$ cat src/rtl/ws_pkg.sv
// rtl/ws_pkg.sv - shared types, defaults and helpers for the WS2812B frame streamer
//
// Purpose : default geometry/timing constants, FSM state enum, pixel type,
//           channel field positions and the RGB -> GRB reorder helper.
// Ports   : none (package).
package ws_pkg;

  localparam int DEF_NUM_PIX    = 64;
  localparam int DEF_ROW_LEN    = 8;
  localparam int DEF_GAP_CYCLES = 15000;

  typedef enum logic [1:0] {
    ST_IDLE,
    ST_LOAD,
    ST_SEND,
    ST_GAP
  } ws_state_t;

  typedef logic [23:0] pixel_t;

  // Channel LSB positions inside an {R,G,B} pixel
  localparam int R_LSB = 16;
  localparam int G_LSB = 8;
  localparam int B_LSB = 0;

  // The LED strip expects green first on the wire
  function automatic pixel_t rgb_to_grb(input pixel_t p);
    return {p[G_LSB +: 8], p[R_LSB +: 8], p[B_LSB +: 8]};
  endfunction

endpackage

$ cat src/rtl/ws_pix_scaler.sv
// rtl/ws_pix_scaler.sv - combinational 3-channel global brightness scaler
//
// Purpose : out = (c * (brightness + 1)) >> 8 per channel, 16-bit product.
//           brightness 255 is identity, brightness 0 forces every channel to 0.
// Ports   : i_pix        {R,G,B} input pixel
//           i_brightness global scale factor
//           o_pix        scaled {R,G,B} pixel
module ws_pix_scaler
  import ws_pkg::*;
(
  input  pixel_t     i_pix,
  input  logic [7:0] i_brightness,
  output pixel_t     o_pix
);

  logic [15:0] w_factor;
  logic [15:0] w_r;
  logic [15:0] w_g;
  logic [15:0] w_b;

  // brightness+1 spans 1..256, so the product never exceeds 16 bits
  assign w_factor = {8'd0, i_brightness} + 16'd1;
  assign w_r      = {8'd0, i_pix[R_LSB +: 8]} * w_factor;
  assign w_g      = {8'd0, i_pix[G_LSB +: 8]} * w_factor;
  assign w_b      = {8'd0, i_pix[B_LSB +: 8]} * w_factor;

  assign o_pix = {w_r[15:8], w_g[15:8], w_b[15:8]};

endmodule

$ cat src/rtl/ws_frame_streamer.sv
// rtl/ws_frame_streamer.sv - double-buffered 8x8 frame store feeding the WS2812B encoder
//
// Purpose : pattern logic writes the back bank and commits it; each frame
//           request streams the front bank one scaled GRB word per encoder
//           handshake, in serpentine physical order, then idles for a reset gap.
// Ports   : i_sys_clk, i_sys_rst_n   clock, synchronous active-low reset
//           i_wr_en/i_wr_addr/i_wr_data  back-bank pixel write ({R,G,B})
//           i_commit                 back bank ready to become front
//           i_frame_req              request one frame transmission
//           i_brightness             global scale, sampled once per pixel
//           i_tx_done_flag           encoder finished the current word
//           o_rgb_data               current {G,R,B} word, scaled
//           o_tx_24x64_done          one-cycle end-of-frame pulse
//           o_busy                   frame in flight or gap running
module ws_frame_streamer
  import ws_pkg::*;
#(
  parameter  int NUM_PIX    = DEF_NUM_PIX,
  parameter  int ROW_LEN    = DEF_ROW_LEN,
  parameter  int SERPENTINE = 1,
  parameter  int GAP_CYCLES = DEF_GAP_CYCLES,
  localparam int ADDR_W     = $clog2(NUM_PIX)
) (
  input  logic              i_sys_clk,
  input  logic              i_sys_rst_n,
  input  logic              i_wr_en,
  input  logic [ADDR_W-1:0] i_wr_addr,
  input  logic [23:0]       i_wr_data,
  input  logic              i_commit,
  input  logic              i_frame_req,
  input  logic [7:0]        i_brightness,
  input  logic              i_tx_done_flag,
  output logic [23:0]       o_rgb_data,
  output logic              o_tx_24x64_done,
  output logic              o_busy
);

  localparam int COL_W = $clog2(ROW_LEN);

  ws_state_t         r_state;
  logic              r_load_ph;
  logic [ADDR_W-1:0] r_pix;
  logic              r_front_sel;
  logic              r_commit_pend;
  logic              r_req_pend;
  logic [31:0]       r_gap_cnt;
  pixel_t            r_rgb;
  pixel_t            r_rd_data;
  logic              r_done;
  logic              r_busy;

  // Both banks share one array; the MSB of the index is the bank select
  pixel_t            r_mem [0:2*NUM_PIX-1];

  logic [COL_W-1:0]  w_col;
  logic [COL_W-1:0]  w_col_log;
  logic [ADDR_W:0]   w_rd_addr;
  logic [ADDR_W:0]   w_wr_addr;
  pixel_t            w_scaled;
  logic              w_boundary;
  logic              w_swap_now;
  logic              w_start_now;

  // Odd rows run right-to-left on the strip; with a power-of-two row length
  // inverting the column bits gives ROW_LEN-1-col.
  assign w_col     = r_pix[COL_W-1:0];
  assign w_col_log = ((SERPENTINE != 0) && r_pix[COL_W]) ? ~w_col : w_col;
  assign w_rd_addr = {r_front_sel, r_pix[ADDR_W-1:COL_W], w_col_log};
  assign w_wr_addr = {~r_front_sel, i_wr_addr};

  // Bank swaps and frame starts are only allowed between frames
  assign w_boundary  = (r_state == ST_IDLE) || ((r_state == ST_GAP) && (r_gap_cnt == 32'd0));
  assign w_swap_now  = w_boundary && r_commit_pend;
  assign w_start_now = w_boundary && r_req_pend;

  always_ff @(posedge i_sys_clk) begin
    if (i_wr_en) begin
      r_mem[w_wr_addr] <= i_wr_data;
    end
    r_rd_data <= r_mem[w_rd_addr];
  end

  ws_pix_scaler u_scaler (
    .i_pix        (r_rd_data),
    .i_brightness (i_brightness),
    .o_pix        (w_scaled)
  );

  always_ff @(posedge i_sys_clk) begin
    if (!i_sys_rst_n) begin
      r_state       <= ST_IDLE;
      r_load_ph     <= 1'b0;
      r_pix         <= '0;
      r_front_sel   <= 1'b0;
      r_commit_pend <= 1'b0;
      r_req_pend    <= 1'b0;
      r_gap_cnt     <= 32'd0;
      r_rgb         <= '0;
      r_done        <= 1'b0;
      r_busy        <= 1'b0;
    end else begin
      r_done <= 1'b0;

      if (w_swap_now) begin
        r_front_sel <= ~r_front_sel;
      end

      case (r_state)
        ST_IDLE: begin
          if (w_start_now) begin
            r_state   <= ST_LOAD;
            r_load_ph <= 1'b0;
            r_pix     <= '0;
            r_busy    <= 1'b1;
          end
        end
        ST_LOAD: begin
          // phase 0 lets the synchronous read land in r_rd_data
          if (!r_load_ph) begin
            r_load_ph <= 1'b1;
          end else begin
            r_rgb   <= rgb_to_grb(w_scaled);
            r_state <= ST_SEND;
          end
        end
        ST_SEND: begin
          if (i_tx_done_flag) begin
            if (r_pix == ADDR_W'(NUM_PIX - 1)) begin
              r_done    <= 1'b1;
              r_rgb     <= '0;
              r_gap_cnt <= 32'(GAP_CYCLES - 1);
              r_state   <= ST_GAP;
            end else begin
              r_pix     <= r_pix + 1'b1;
              r_load_ph <= 1'b0;
              r_state   <= ST_LOAD;
            end
          end
        end
        ST_GAP: begin
          if (r_gap_cnt == 32'd0) begin
            if (r_req_pend) begin
              r_state   <= ST_LOAD;
              r_load_ph <= 1'b0;
              r_pix     <= '0;
            end else begin
              r_state <= ST_IDLE;
              r_busy  <= 1'b0;
            end
          end else begin
            r_gap_cnt <= r_gap_cnt - 32'd1;
          end
        end
        default: r_state <= ST_IDLE;
      endcase

      // A pulse arriving on the consuming cycle re-arms the flag
      if (w_swap_now) begin
        r_commit_pend <= 1'b0;
      end
      if (i_commit) begin
        r_commit_pend <= 1'b1;
      end
      if (w_start_now) begin
        r_req_pend <= 1'b0;
      end
      if (i_frame_req) begin
        r_req_pend <= 1'b1;
      end
    end
  end

  assign o_rgb_data      = r_rgb;
  assign o_tx_24x64_done = r_done;
  assign o_busy          = r_busy;

endmodule

$ cat config.mk
export PLATFORM = sky130hd
export DESIGN_NAME = ws_frame_streamer
export DESIGN_NICKNAME = d
export VERILOG_FILES = /design/src/rtl/ws_pkg.sv /design/src/rtl/ws_pix_scaler.sv /design/src/rtl/ws_frame_streamer.sv
export SDC_FILE = /design/constraint.sdc
export NUM_CORES = 2
export LEC_CHECK = 0
export BUFFER_PORTS_ARGS = -buffer_cell sky130_fd_sc_hd__buf_4
export CAP_MARGIN = 20
export CORE_ASPECT_RATIO = 1.1
export CORE_MARGIN = 8
export CORE_UTILIZATION = 30
export CTS_BUF_LIST = sky130_fd_sc_hd__clkbuf_2 sky130_fd_sc_hd__clkbuf_4 sky130_fd_sc_hd__clkbuf_8
export DETAILED_ROUTE_END_ITERATION = 8
export SETUP_SLACK_MARGIN = 0.2
export SYNTH_ARGS = -nofsm -noshare
export SYNTH_HDL_FRONTEND = slang
export SYNTH_SLANG_ARGS = --single-unit
$ cat constraint.sdc
create_clock -name i_sys_clk -period 15.77 [get_ports i_sys_clk]
set_input_delay 1.577 -clock i_sys_clk [delete_from_list [all_inputs] [get_ports i_sys_clk]]
set_output_delay 1.577 -clock i_sys_clk [all_outputs]
set_load 0.01 [all_outputs]
==> results.tsv <==
stage	metric	value	unit
timing	RSZ-0062 raised after global routing	false	
placed_design	DP Wirelength	222000	µm
critical_path	CP endpoint kind	flip-flop	
cts	H-tree levels	6	
min_path	HP Class	reg2reg	
floorplanning	Die X	642	µm
floorplanning	die height	705	µm
placed_design	IO Port Bufs	69	
yosys	Seq/Total Area, Yosys	72.8	%
yosys	Seq cells post-synth	3166	
timing	Hold Vio Cnt, Final	0	
placed_design	dpl cells	13446	
route	Routed WL	387000	µm
critical_path	Worst path top cell family by delay	buffers and inverters	
critical_path	reg-to-reg critical path startpoint	r_pix[0]	
cts	setup bufs post-CTS	0	
cts	CTS tree	yes	
critical_path	worst path arrival time	7.68	ns
timing	Final Cycle Share	41.8	%
critical_path	FF-to-FF setup slack	9.17	ns
route	routed vias/inst	5.24	
critical_path	worst-path cell with the longest stage delay	buf_4	
route	number of remaining DRC errors	0	
yosys	Yosys cell types	80	
layout	post-route cell area	148000	µm²
grt	initial antenna violation count	40	
placed_design	DP Area	138000	µm²
cts	CTS root buffer	clkbuf_8	
layout	Final #Nets	8495	
pwr	Max VDD drop	0.0863	mV
job	max cap viols	0	
yosys	mapped cell area	129000	µm²
placed_design	RD Place Congestion	0.841	
route	detailed-route via count	75277	
cts	cts hold-fix bufs	0	
timing	post-layout min period	6.60	ns
grt	Top Usage Layer GRT	met2	
min_path	Worst Hold Launch	o_rgb_data[11]	
critical_path	Worst Path Buf+Inv	5	
timing	Final Setup Violations	0	
floorplanning	FP Rows	253	
grt	GRT Total Usage	16.3	%
cts	later-pin clock latency in the skew report	1.18	ns
yosys	Synth Area per Inst	16.5	µm²
route	routed len/inst	26.9	µm
critical_path	critical path required time	16.85	ns
yosys	ys flop type	edfxtp_1	
route	Routed Antenna Nets	0	
critical_path	critical path, cell by cell	buf_12 > buf_12 > buf_4 > buf_4 > mux2i_1 > a221o_1 > a31oi_1 > nand2_1 > nor4_1 > buf_4	
timing	post-route setup TNS	0	ns
yosys	FFs w/ async S/R, synth	0	%
timing	Max Clock Skew	0.0589	ns
layout	Layout Cells excl Fill	14361	
timing	Slew headroom	15.8	%
grt	largest net degree at the start of global routing	128	
yosys	number of flops mapped to enable cells by yosys	3072	
critical_path	CP startpoint	r_pix[0]	
critical_path	Startpoint Class	flip-flop	
grt	grt total ovfl	0	
grt	M2 GR Usage	27.1	%
layout	share of cells above drive strength 1	20.4	%
cts	CTS resizes	0	
critical_path	Crit Path Category	reg2reg	
layout	Filler cells	40850	
min_path	WHS Endpoint	o_rgb_data[11]	
yosys	syn nets	8105	
yosys	yosys warns	0	
critical_path	Worst path most repeated cell	buf_4	
cts	clock slew at reported path FFs	0.06	ns
cts	clk buf depth	4	
timing	Fmax achieved	0.152	GHz
critical_path	worst reg2reg path depth	10	
critical_path	CP max FO	109	
floorplanning	Initial Util	30.0	%
cts	CTS Sinks	3166	
floorplanning	Ports	70	
timing	fin worst setup slack	9.17	ns
timing	hold slack final	0.470	ns
timing	Worst-Margin Slew	1.26	ns
floorplanning	core area	431000	µm²
grt	routing usage on met3	3.67	%
route	Pre-Repair DR Iteration Count	5	
critical_path	reg2reg end	r_rd_data[2]	
grt	first-pass GRT wire length	547000	µm
layout	P&R area growth vs syn	14.1	%
pwr	P per Cell Area	118	nW/µm²
route	DR iter-0 viols	8889	
min_path	hold path depth	2	
pwr	Pleak	0.0479	µW
cts	Num CTS Buffers	518	
floorplanning	die area	452000	µm²
grt	number of global-route vias before repair	75962	
timing	Max Slew Vio Count	0	
grt	met1 Usage GRT	20.5	%
status	status	completed	
critical_path	CP peak stage delay	0.81	ns
yosys	Post-Synthesis Cells	7841	
placed_design	dpl ws	8.75	ns
==> cells in the final DEF (no fill, tap or decap), types with 37 or more instances in the layout <==
| master | count |
|---|---|
| edfxtp_1 | 3072 |
| nand2_1 | 979 |
| clkbuf_8 | 544 |
| mux4_2 | 358 |
| buf_4 | 326 |
| a21oi_1 | 315 |
| mux2i_1 | 299 |
| o21ai_0 | 209 |
| a211oi_1 | 191 |
| clkbuf_4 | 170 |
| and2_1 | 159 |
| inv_1 | 151 |
| nor2b_1 | 144 |
| a31oi_1 | 122 |
| fa_1 | 120 |
| nor2_2 | 117 |
| nor2_1 | 102 |
| ha_1 | 99 |
| clkinv_1 | 95 |
| a311oi_1 | 90 |
| dfxtp_1 | 90 |
| mux2_2 | 88 |
| nand3_1 | 81 |
| nor4_1 | 61 |
| xnor2_1 | 54 |
| nor3_1 | 46 |
| o22ai_1 | 44 |
| a221oi_1 | 43 |
| o221ai_1 | 42 |
| clkinv_2 | 37 |
==> synth_stat cells (all sizes together), types with 17 or more instances <==
cell	instances	area, µm²
o21ai	213	1070
fa	120	2400
a31oi	122	763
inv	155	582
a211oi	192	1450
nor3	51	267
clkbuf	254	953
nand2	986	3700
nand3	82	410
dfxtp	94	1880
ha	100	1250
mux2i	299	2990
nor2b	144	901
o221ai	42	368
mux4	358	8060
edfxtp	3072	92200
xor2	17	164
xnor2	56	509
mux2	88	991
a311oi	90	788
buf	217	1210
o22ai	44	275
and2	160	1000
a221oi	43	377
nor4	64	407
a21oi	316	1590
nor2	226	848
==> worst min-delay path, cell delays in order, from the launching register on <==
cell and delay (ns):
dfxtp_1 0.33, nand2_1 0.05, o21ai_0 0.06
==> registers in the layout (all words and copies together) (netlist names), 2 cells and up <==
register,flops
r_mem,3072
r_gap_cnt,32
o_rgb_data,24
r_rd_data,24
r_pix,6
r_state,2
==> cell families (layout without fill, tap and decap cells) <==
family / Yosys count / after routing / share of synthesized area, %
mux: 745 / 745 / 9.31
xor+xnor: 73 / 73 / 0.520
simple gates: 1782 / 1782 / 6.18
buf+inv: 626 / 1395 / 2.13
fa+ha+maj: 220 / 220 / 2.82
compound gates: 1229 / 1229 / 6.27
flops: 3166 / 3166 / 72.8
other cells: 0 / 14 / 0
==> area by class of cell <==
cell class                 instances  area, µm²  area share [%]
timing repair buffer             341       2720            1.84
clock buffer                     714       8760            5.94
tap                             5737       7180            4.86
sequential                      3166      94100            63.8
multi-input combinational       4049      32900            22.3
inverter                         155        593           0.402
clock inverter                   185       1280           0.865
antenna                           14       35.0          0.0237
==> worst max path at each step <==
stage | slack [ns] | endpoint | depth (start not counted)
2_1_floorplan | 9.48 | o_rgb_data[7] | 19
3_3_place_gp | 8.74 | o_rgb_data[7] | 21
3_5_place_dp | 8.75 | o_rgb_data[7] | 20
4_1_cts | 9.30 | r_rd_data[2] | 10
5_1_grt | 9.09 | r_rd_data[2] | 10
6_report | 9.17 | r_rd_data[2] | 10
==> through the flow <==
| stage | utilization, % | power (µW) |
|---|---|---|
| CTS | 34.3 | 17600 |
| finish | 34.3 | 17500 |
| global route | 34.3 | 18000 |
| global placement | 31.9 | 10600 |
| floorplan | - | 10200 |
| detailed placement | 31.9 | 10600 |
==> per-layer routing <==
| layer | part of all wire, % | up-vias |
|---|---|---|
| met5 | 0.017 | - |
| met4 | 4.7 | 10 |
| met2 | 48 | 3781 |
| li1 | - | 31374 |
| met1 | 38 | 39372 |
| met3 | 9.3 | 740 |
==> where the power goes <==
group / switching (µW) / internal (µW)
sequential: 27.9 / 9260
clock: 3270 / 3790
combinational: 706 / 413
total: 4000 / 13500
(Power assumes the default switching activity.)
